--- config.mk ---
export PLATFORM = sky130hd
export DESIGN_NAME = fma_result_collector
export DESIGN_NICKNAME = d
export VERILOG_FILES = /design/src/rtl/fma_collector_pkg.sv /design/src/rtl/fma_result_fifo.sv /design/src/rtl/fma_result_collector.sv
export SDC_FILE = /design/constraint.sdc
export NUM_CORES = 1
export LEC_CHECK = 0
export CORE_ASPECT_RATIO = 1.5
export CORE_UTILIZATION = 60
export CTS_BUF_LIST = sky130_fd_sc_hd__clkbuf_4 sky130_fd_sc_hd__clkbuf_8
export DETAILED_ROUTE_END_ITERATION = 6
export GPL_TIMING_DRIVEN = 0
export PLACE_DENSITY = 0.93
export SYNTH_ARGS = -nofsm -noshare
export SYNTH_HDL_FRONTEND = slang
export SYNTH_SLANG_ARGS = --single-unit
--- constraint.sdc ---
create_clock -name clock -period 4.6 [get_ports clock]
set_input_delay 0.92 -clock clock [delete_from_list [all_inputs] [get_ports clock]]
set_output_delay 0.92 -clock clock [all_outputs]
set_load 0.01 [all_outputs]
--- src/rtl/fma_collector_pkg.sv ---
// Shared types and constants for the FMA result collector.
package fma_collector_pkg;

    // Recoded FP result width and exception flag width.
    localparam int unsigned DATA_W = 65;
    localparam int unsigned FLAG_W = 5;

    // Exception flag bit positions.
    localparam int unsigned NV = 4;
    localparam int unsigned DZ = 3;
    localparam int unsigned OF = 2;
    localparam int unsigned UF = 1;
    localparam int unsigned NX = 0;

    typedef struct packed {
        logic [DATA_W-1:0] data;
        logic [FLAG_W-1:0] flags;
    } fma_result_t;

endpackage

--- src/rtl/fma_result_fifo.sv ---
// DEPTH-entry FIFO with zero-latency head read, occupancy count, full and empty.
// The caller must not write when full unless it also reads, and must not read when empty.
module fma_result_fifo #(
    parameter int unsigned DEPTH = 4,
    parameter int unsigned WIDTH = 70
) (
    input  logic                     clock,
    input  logic                     reset,
    input  logic                     wr_en,
    input  logic [WIDTH-1:0]         wr_data,
    input  logic                     rd_en,
    output logic [WIDTH-1:0]         rd_data,
    output logic [$clog2(DEPTH):0]   count,
    output logic                     full,
    output logic                     empty
);

    localparam int unsigned PW = $clog2(DEPTH);

    logic [WIDTH-1:0] mem [DEPTH];

    logic [PW-1:0] wr_ptr_q, wr_ptr_d;
    logic [PW-1:0] rd_ptr_q, rd_ptr_d;
    logic [PW:0]   count_q, count_d;

    // Next pointers and occupancy; pointers wrap naturally since DEPTH is a power of two.
    always_comb begin
        wr_ptr_d = wr_ptr_q;
        rd_ptr_d = rd_ptr_q;
        count_d  = count_q;
        if (wr_en) begin
            wr_ptr_d = wr_ptr_q + PW'(1);
        end
        if (rd_en) begin
            rd_ptr_d = rd_ptr_q + PW'(1);
        end
        case ({wr_en, rd_en})
            2'b10:   count_d = count_q + (PW+1)'(1);
            2'b01:   count_d = count_q - (PW+1)'(1);
            default: count_d = count_q;
        endcase
    end

    // Pointer and count registers.
    always_ff @(posedge clock or negedge reset) begin
        if (!reset) begin
            wr_ptr_q <= '0;
            rd_ptr_q <= '0;
            count_q  <= '0;
        end else begin
            wr_ptr_q <= wr_ptr_d;
            rd_ptr_q <= rd_ptr_d;
            count_q  <= count_d;
        end
    end

    // Storage needs no reset; the head is only observed while non-empty.
    always_ff @(posedge clock) begin
        if (wr_en) begin
            mem[wr_ptr_q] <= wr_data;
        end
    end

    assign rd_data = mem[rd_ptr_q];
    assign count   = count_q;
    assign full    = (count_q == (PW+1)'(DEPTH));
    assign empty   = (count_q == '0);

endmodule

--- src/rtl/fma_result_collector.sv ---
// Collects results from the fixed-latency FMA pipe into a FIFO, drains them via
// ready/valid, and returns issue credits so an unstallable result always has a slot.
// All control depends only on valid/ready/credit state, never on data values.
module fma_result_collector #(
    parameter int unsigned DEPTH        = 4,
    parameter int unsigned MAX_INFLIGHT = 4,
    parameter int unsigned DATA_W       = fma_collector_pkg::DATA_W,
    parameter int unsigned FLAG_W       = fma_collector_pkg::FLAG_W
) (
    input  logic              clock,
    input  logic              reset,
    input  logic              issue_fire,
    output logic              issue_ready,
    input  logic              pipe_valid,
    input  logic [DATA_W-1:0] pipe_out,
    input  logic [FLAG_W-1:0] pipe_flags,
    output logic              deq_valid,
    input  logic              deq_ready,
    output logic [DATA_W-1:0] deq_data,
    output logic [FLAG_W-1:0] deq_flags,
    output logic [FLAG_W-1:0] fflags_acc,
    input  logic              fflags_clr,
    output logic              err_overflow,
    output logic              err_credit
);

    localparam int unsigned CW = $clog2(DEPTH) + 1;
    localparam int unsigned IW = $clog2(MAX_INFLIGHT + 1);
    localparam int unsigned SW = ((CW > IW) ? CW : IW) + 1;
    localparam int unsigned EW = DATA_W + FLAG_W;

    logic [CW-1:0]     count;
    logic              full;
    logic              empty;
    logic [EW-1:0]     head;
    logic              deq_fire;
    logic              enq_en;
    logic              overflow;
    logic              credit_err;
    logic [SW-1:0]     credit_used;

    logic [IW-1:0]     inflight_q, inflight_d;
    logic [FLAG_W-1:0] fflags_q, fflags_d;
    logic              err_ov_q, err_ov_d;
    logic              err_cr_q, err_cr_d;

    fma_result_fifo #(
        .DEPTH (DEPTH),
        .WIDTH (EW)
    ) u_fifo (
        .clock   (clock),
        .reset   (reset),
        .wr_en   (enq_en),
        .wr_data ({pipe_out, pipe_flags}),
        .rd_en   (deq_fire),
        .rd_data (head),
        .count   (count),
        .full    (full),
        .empty   (empty)
    );

    // Handshake decode; a full FIFO still accepts when the head leaves the same cycle.
    always_comb begin
        deq_valid = ~empty;
        deq_fire  = deq_valid & deq_ready;
        enq_en    = pipe_valid & (~full | deq_fire);
        overflow  = pipe_valid & full & ~deq_fire;
        {deq_data, deq_flags} = deq_valid ? head : '0;
    end

    // Credits use registered state only; a same-cycle dequeue is not credited back.
    always_comb begin
        credit_used = SW'(count) + SW'(inflight_q);
        issue_ready = (credit_used < SW'(DEPTH)) && (inflight_q < IW'(MAX_INFLIGHT));
    end

    // In-flight counter, saturating at both ends, plus credit protocol error detection.
    always_comb begin
        inflight_d = inflight_q;
        case ({issue_fire, pipe_valid})
            2'b10: begin
                if (inflight_q != IW'(MAX_INFLIGHT)) begin
                    inflight_d = inflight_q + IW'(1);
                end
            end
            2'b01: begin
                if (inflight_q != '0) begin
                    inflight_d = inflight_q - IW'(1);
                end
            end
            default: inflight_d = inflight_q;
        endcase
        // Saturation on increment implies issue_ready was low, so it is covered here too.
        credit_err = (issue_fire & ~issue_ready) | (pipe_valid & (inflight_q == '0));
    end

    // Sticky flag accumulation and sticky error flags.
    always_comb begin
        fflags_d = (fflags_clr ? '0 : fflags_q) | (deq_fire ? deq_flags : '0);
        err_ov_d = err_ov_q | overflow;
        err_cr_d = err_cr_q | credit_err;
    end

    // State registers for credits, flags and errors.
    always_ff @(posedge clock or negedge reset) begin
        if (!reset) begin
            inflight_q <= '0;
            fflags_q   <= '0;
            err_ov_q   <= 1'b0;
            err_cr_q   <= 1'b0;
        end else begin
            inflight_q <= inflight_d;
            fflags_q   <= fflags_d;
            err_ov_q   <= err_ov_d;
            err_cr_q   <= err_cr_d;
        end
    end

    assign fflags_acc   = fflags_q;
    assign err_overflow = err_ov_q;
    assign err_credit   = err_cr_q;

endmodule

==> impl_metrics.tcl, run 1 <==
set metrics [dict create \
    synth_fp_nets 631 \
    synthXorXnorAreaFrac_pct 0.4539 \
    slew_headroom_pct 43.90 \
    htree_levels 2 \
    gp_congestion 0.7981 \
    synth_fa_ha_area_share_pct 1.318 \
    wl_per_cell_um 21.71 \
    rsz0062_at_grt "no" \
    power.leakage_nw 4.879 \
    synth_commonest_cells "edfxtp_1 (280), and2_1 (69), mux4_2 (65), inv_1 (18), dfrtp_1 (17)" \
    cts_post_setup_buffers_inserted 0 \
    reg2reg_from "u_fifo.count[0]$_DFFE_PN0P_" \
    synth-compound-area-share_pct 0.9078 \
    portBuffers 154 \
    first_iter_violations 298 \
    worst_pin_slew_ns 0.8389 \
    drt-vias-per-instance 5.621 \
    synth_top_family_by_area "multiplexers" \
    drtAntennaViolNets 0 \
    drive_gt1_share_pct 22.16 \
    rrSetupSlack_ns 2.13 \
    final_cells 1029 \
    crit_type "register to output pin" \
    die_y_um 172.1 \
    slowest_stage "clkdlybuf4s50_1" \
    cts_hold_buffers 0 \
    dpl.hpwl_mm 14.59 \
    fin_tns_setup_ns 0 \
    cts_root_buf "clkbuf_8" \
    drc 0 \
    globalRouteOverflowTotal 0 \
    synthTopCellsByArea "edfxtp_1 (73%), mux4_2 (13%), and2_1 (3.7%), dfrtp_1 (3.7%), ha_1 (0.97%)" \
    synthSimpleGateAreaFrac_pct 4.669 \
    power_density_nw_per_um2 662.5 \
    setup_viol 0 \
    path_cells "nor3_4 -> inv_2 -> buf_2 -> clkbuf_1 -> and2_1 -> clkdlybuf4s50_1" \
    placed_cells 954 \
    syn_avg_cell_area_um2 21.28 \
    start_kind "register" \
    yosysWarnings 0 \
    fin_skew_ns 0.03364 \
    track_usage_pct 23.39 \
    dieArea_um2 19870 \
    core-area_um2 18700 \
    yosysSeqAreaShare_pct 76.30 \
    die_x_um 115.4 \
    route.final.wire_length_mm 22.34 \
    synth_ff_type "edfxtp_1" \
    hold_class "register to register" \
    area_growth_pct 24.12 \
    cts_num_sinks 297 \
    finalCritPeriodShare_pct 77.81 \
    synthCells 544 \
    synth_top_cell_by_area "edfxtp_1" \
    finalCoreUtilization_pct 76.85 \
    worst_r2r_endpoint "u_fifo.count[1]$_DFFE_PN0P_" \
    max_freq_mhz 279.4 \
    clkLatencyLatePin_ns 0.53 \
    status "finished, final reports clean" \
    vdd_drop_max_v 0.0004601 \
    antenna_found_initial 1 \
    synth_cell_types 32 \
    rr_worst_depth 9 \
    cp_slowest_stage_delay_ns 0.49 \
    via_count 5784 \
    start_util_pct 61.91 \
    cp.required_ns 3.68 \
    period_needed_ns 3.579 \
    grt_first_pass_wirelength_mm 34.04 \
    worstPathArrival_ns 2.66 \
    yosysMostFrequentCell "edfxtp_1" \
    cts_made_buffers 42 \
    cts_tree "done" \
    post_cts_resized 0 \
    synth_mux_area_share_pct 14.29 \
    cts.path.max_buffers 3 \
    worstSetupEndpoint "deq_data[43]" \
    cp_max_fo 10 \
    startpoint "u_fifo.count[0]$_DFFE_PN0P_" \
    synth_top_area_share_pct 72.63 \
    ios 155 \
    finalMaxSlewViolations 0 \
    hold_violations 0 \
    row_count 61 \
    nets 833 \
    async_reset_ff_share_pct 5.724 \
    clk_pin_slew_worst_paths_ns 0.06 \
    maxCapViolations 0 \
    grt_start_max_net_pins 42 \
    ys_ff_latch 297 \
    grt_pass1_vias 6390 \
    synth_edf_count 280 \
    syn_area_um2 11580 \
    firstDrtPassIters 5 \
    crit_path_end_kind "output pin" \
]
-- per-stage QoR --
step	area [um2]	setup WS, ns	power, W	hold slack, ns
floorplan	11580	1.310	0.005862	0.4932
global placement	13430	-0.5101	0.007421	0.4419
detailed placement	13540	1.334	0.007579	0.4518
CTS	14370	0.9781	0.009629	0.4660
global route	14370	0.8793	0.009977	0.4893
finish	14370	1.021	0.009520	0.4606
-- cell type report --
cell class	instances	area, um2
clock buffers	58	704.4
fillers	992	4329
plain buffers	24	167.7
well taps	252	315.3
flip-flops and latches	297	8833
multi-input cells	204	2515
repair buffers	158	1637
inverters	19	71.32
diodes	1	2.502
clock inverters	16	123.9
-- layout by cell type (no fill, tap or decap), types with 7 or more instances in the layout --
master,synthesis,layout
nor2_1,8,8
dfrtp_1,17,17
clkinv_1,0,7
and2_1,69,65
clkbuf_4,0,15
edfxtp_1,280,280
mux2i_1,10,10
clkdlybuf4s50_1,0,154
mux4_2,65,65
mux2_2,8,8
inv_1,18,18
clkbuf_8,0,43
buf_2,8,8
ha_1,9,9
buf_6,8,8
-- cell families (layout without fill, tap and decap cells) --
group | count (synthesis) | after routing
XOR/XNOR | 6 | 6
adder cells (fa/ha/maj) | 11 | 11
other | 0 | 1
AO/OA/AOI/OAI | 17 | 17
flip-flops | 297 | 297
multiplexers | 83 | 83
buffers and inverters | 43 | 275
AND/OR/NAND/NOR | 87 | 87
-- routing by layer --
layer	GRT usage (%)	share of wire (%)	up-vias
met1	26.47	37	2978
met5	0	0	-
met3	4.802	5.2	50
met4	9.373	2.8	0
met2	42.83	55	186
li1	-	-	2570
-- worst min path at each step --
stage,start,to,slack (ns),cells after the start
detailed placement,err_overflow$_DFF_PN0_,err_overflow$_DFF_PN0_,0.45,1
global placement,err_overflow$_DFF_PN0_,err_overflow$_DFF_PN0_,0.44,1
floorplan,err_overflow$_DFF_PN0_,err_overflow$_DFF_PN0_,0.49,1
global route,err_overflow$_DFF_PN0_,err_overflow$_DFF_PN0_,0.49,1
finish,err_overflow$_DFF_PN0_,err_overflow$_DFF_PN0_,0.46,1
CTS,err_overflow$_DFF_PN0_,err_overflow$_DFF_PN0_,0.47,1
-- flip-flops by register name, indices dropped and copies added (netlist names) --
signal and count:
u_fifo.mem 280, err_credit 1, u_fifo.count 3, inflight_q 3, err_overflow 1, u_fifo.rd_ptr_q 2
fflags_acc 5, u_fifo.wr_ptr_q 2
-- power by group --
group	switching (W)	leakage (nW)	internal (W)
registers	0.000169	2.77	0.00357
clock network	0.000935	0.441	0.00110
logic	0.00170	1.67	0.00205
total	0.00280	4.88	0.00672
-- worst max-delay path: cells and delay by family, from the launching register on --
family	cells	cell delay (ns)
buffers and inverters	4	1.08
and+or+nand+nor	2	0.62
DFF	1	0.46
(Power assumes the default switching activity.)
==> inputs of run 2 (changes only) <==
CORE_UTILIZATION = 51   (was 60)
PLACE_DENSITY = 0.85   (was 0.93)
clock period = 3.15 ns   (was 4.6 ns; I/O delays follow)
==> impl_metrics.tcl, run 2 (synthesized netlist as in run 1, its figures left out) <==
set metrics [dict create \
    wl_met3_mm 1.324 \
    period_needed_ns 3.069 \
    most-common-layout-cells "edfxtp_1 (280), clkdlybuf4s50_1 (140), mux4_2 (65), and2_1 (65), clkbuf_8 (48)" \
    wl_met1_mm 7.909 \
    finalCritPeriodShare_pct 97.44 \
    portBuffers 154 \
    highest_layer "met4" \
    switching_share_pct 29.04 \
    pwr-share-seq_pct 38.3 \
    final_common_cell "edfxtp_1" \
    drtAntennaViolNets 0 \
    holdWs_ns 0.4659 \
    dpl.hpwl_mm 14.62 \
    htree_levels 2 \
    firstDrtPassIters 7 \
    maxCapViolations 0 \
    worst_pin_slew_ns 0.7824 \
    seqCellArea_um2 8836 \
    gp_congestion 0.7491 \
    route.final.wire_length_mm 22.48 \
    dr_wl_met2_mm 12.53 \
    power.leakage_nw 5.098 \
    cts_made_buffers 44 \
    grt_first_pass_wirelength_mm 35.51 \
    violations "design-rule violations" \
    p_switching_w 0.004141 \
    clkLatencyLatePin_ns 0.55 \
    drive_gt1_share_pct 23.44 \
    fill_cells 1493 \
    dieArea_um2 23320 \
    die_y_um 186.5 \
    status "finished, violations left" \
    via_count 5776 \
    cp_max_fo 10 \
    clockPowerShare_pct 22.4 \
    drt-vias-per-instance 5.423 \
    final_cells 1065 \
    grt_start_max_net_pins 56 \
    grt_pass1_vias 6614 \
    start_util_pct 51.92 \
    first_iter_violations 313 \
    globalRouteOverflowTotal 0 \
    crit_type "register to output pin" \
    worstPathArrival_ns 2.44 \
    crit_path_end_kind "output pin" \
    hold_violations 0 \
    hold_class "register to register" \
    power_w 0.01426 \
    setup_viol 0 \
    antenna_found_initial 4 \
    core-area_um2 22300 \
    cts_tree "done" \
    rsz0062_at_grt "yes" \
    row_count 67 \
    finalMaxSlewViolations 0 \
    slew_headroom_pct 47.68 \
    largest-register "u_fifo.mem" \
    vdd_drop_max_v 0.0005260 \
    rrSetupSlack_ns 0.90 \
    drc 20 \
    cts_num_sinks 297 \
    area_growth_pct 26.63 \
    final_cell_area_um2 14660 \
    cts.path.max_buffers 3 \
    multi_input_area_um2 2515 \
    cts_root_buf "clkbuf_8" \
    finalCoreUtilization_pct 65.74 \
    place_area_um2 13580 \
    max_freq_mhz 325.8 \
    die_x_um 125.0 \
    largest_reg_flops 280 \
    combPwrFrac_pct 39.3 \
    placed_cells 978 \
    wl_per_cell_um 21.10 \
    track_usage_pct 20.07 \
    start_kind "register" \
    ios 155 \
    nets 838 \
    cp.required_ns 2.52 \
    fin_skew_ns 0.02664 \
    power_density_nw_per_um2 972.6 \
    internal-power_w 0.01012 \
    clk_pin_slew_worst_paths_ns 0.06 \
]
==> run 2: per-layer routing <==
layer,GRT usage [%],vias up
li1,-,2596
met1,21.40,2954
met2,37.04,178
met3,4.759,48
met4,9.522,0
met5,0,-
==> run 2: worst paths after layout <==
check,start,end,cells past startpoint
max in group asynchronous,reset,u_fifo.count[1]$_DFFE_PN0P_,1
setup / recovery,u_fifo.rd_ptr_q[0]$_DFFE_PN0P_,deq_data[54],5
setup reg to reg,u_fifo.count[2]$_DFFE_PN0P_,u_fifo.count[2]$_DFFE_PN0P_,11
hold / removal,err_overflow$_DFF_PN0_,err_overflow$_DFF_PN0_,1
hold reg to reg,err_overflow$_DFF_PN0_,err_overflow$_DFF_PN0_,1
min in group asynchronous,reset,u_fifo.count[2]$_DFFE_PN0P_,1
==> run 2: power groups by stage <==
stage / Clock [W] / Combinational, W / Sequential, W
6_report: 0.00320 / 0.00560 / 0.00546
5_1_grt: 0.00343 / 0.00600 / 0.00552
4_1_cts: 0.00326 / 0.00561 / 0.00546
3_5_place_dp: 0 / 0.00554 / 0.00554
3_3_place_gp: 0 / 0.00533 / 0.00557
2_1_floorplan: 0 / 0.00305 / 0.00552
==> run 2: worst max-delay path: stages, from the launching register on <==
cell and delay (ns):
dfrtp_1 0.37, buf_12 0.18, buf_12 0.16, mux4_2 0.50
and2_1 0.19, clkdlybuf4s50_1 0.48
==> run 2: cell type report <==
type	instances	share of cell area, %
multi-input cells	204	17.15
inverters	19	0.4865
repair buffers	161	11.56
diodes	4	0.06828
well taps	276	2.356
clock inverters	19	1.109
plain buffers	24	1.826
flip-flops and latches	297	60.27
clock buffers	61	5.172
==> run 2: through the flow <==
step           setup TNS, ns  worst slack [ns]
3_5_place_dp               0            0.2044
3_3_place_gp         -478.12            -1.729
2_1_floorplan              0            0.1496
5_1_grt            -0.008368         -0.002455
6_report                   0           0.08069
4_1_cts            -0.003472         -0.003472
==> run 2: repair_timing <==
action | CTS | global route
endpoints found under the hold margin | 0 | 0
setup buffers | 1 | 2
gates resized for setup | 15 | 33
hold buffers | 0 | 0
endpoints found under the setup margin | 52 | 60
pin swaps | 1 | 0
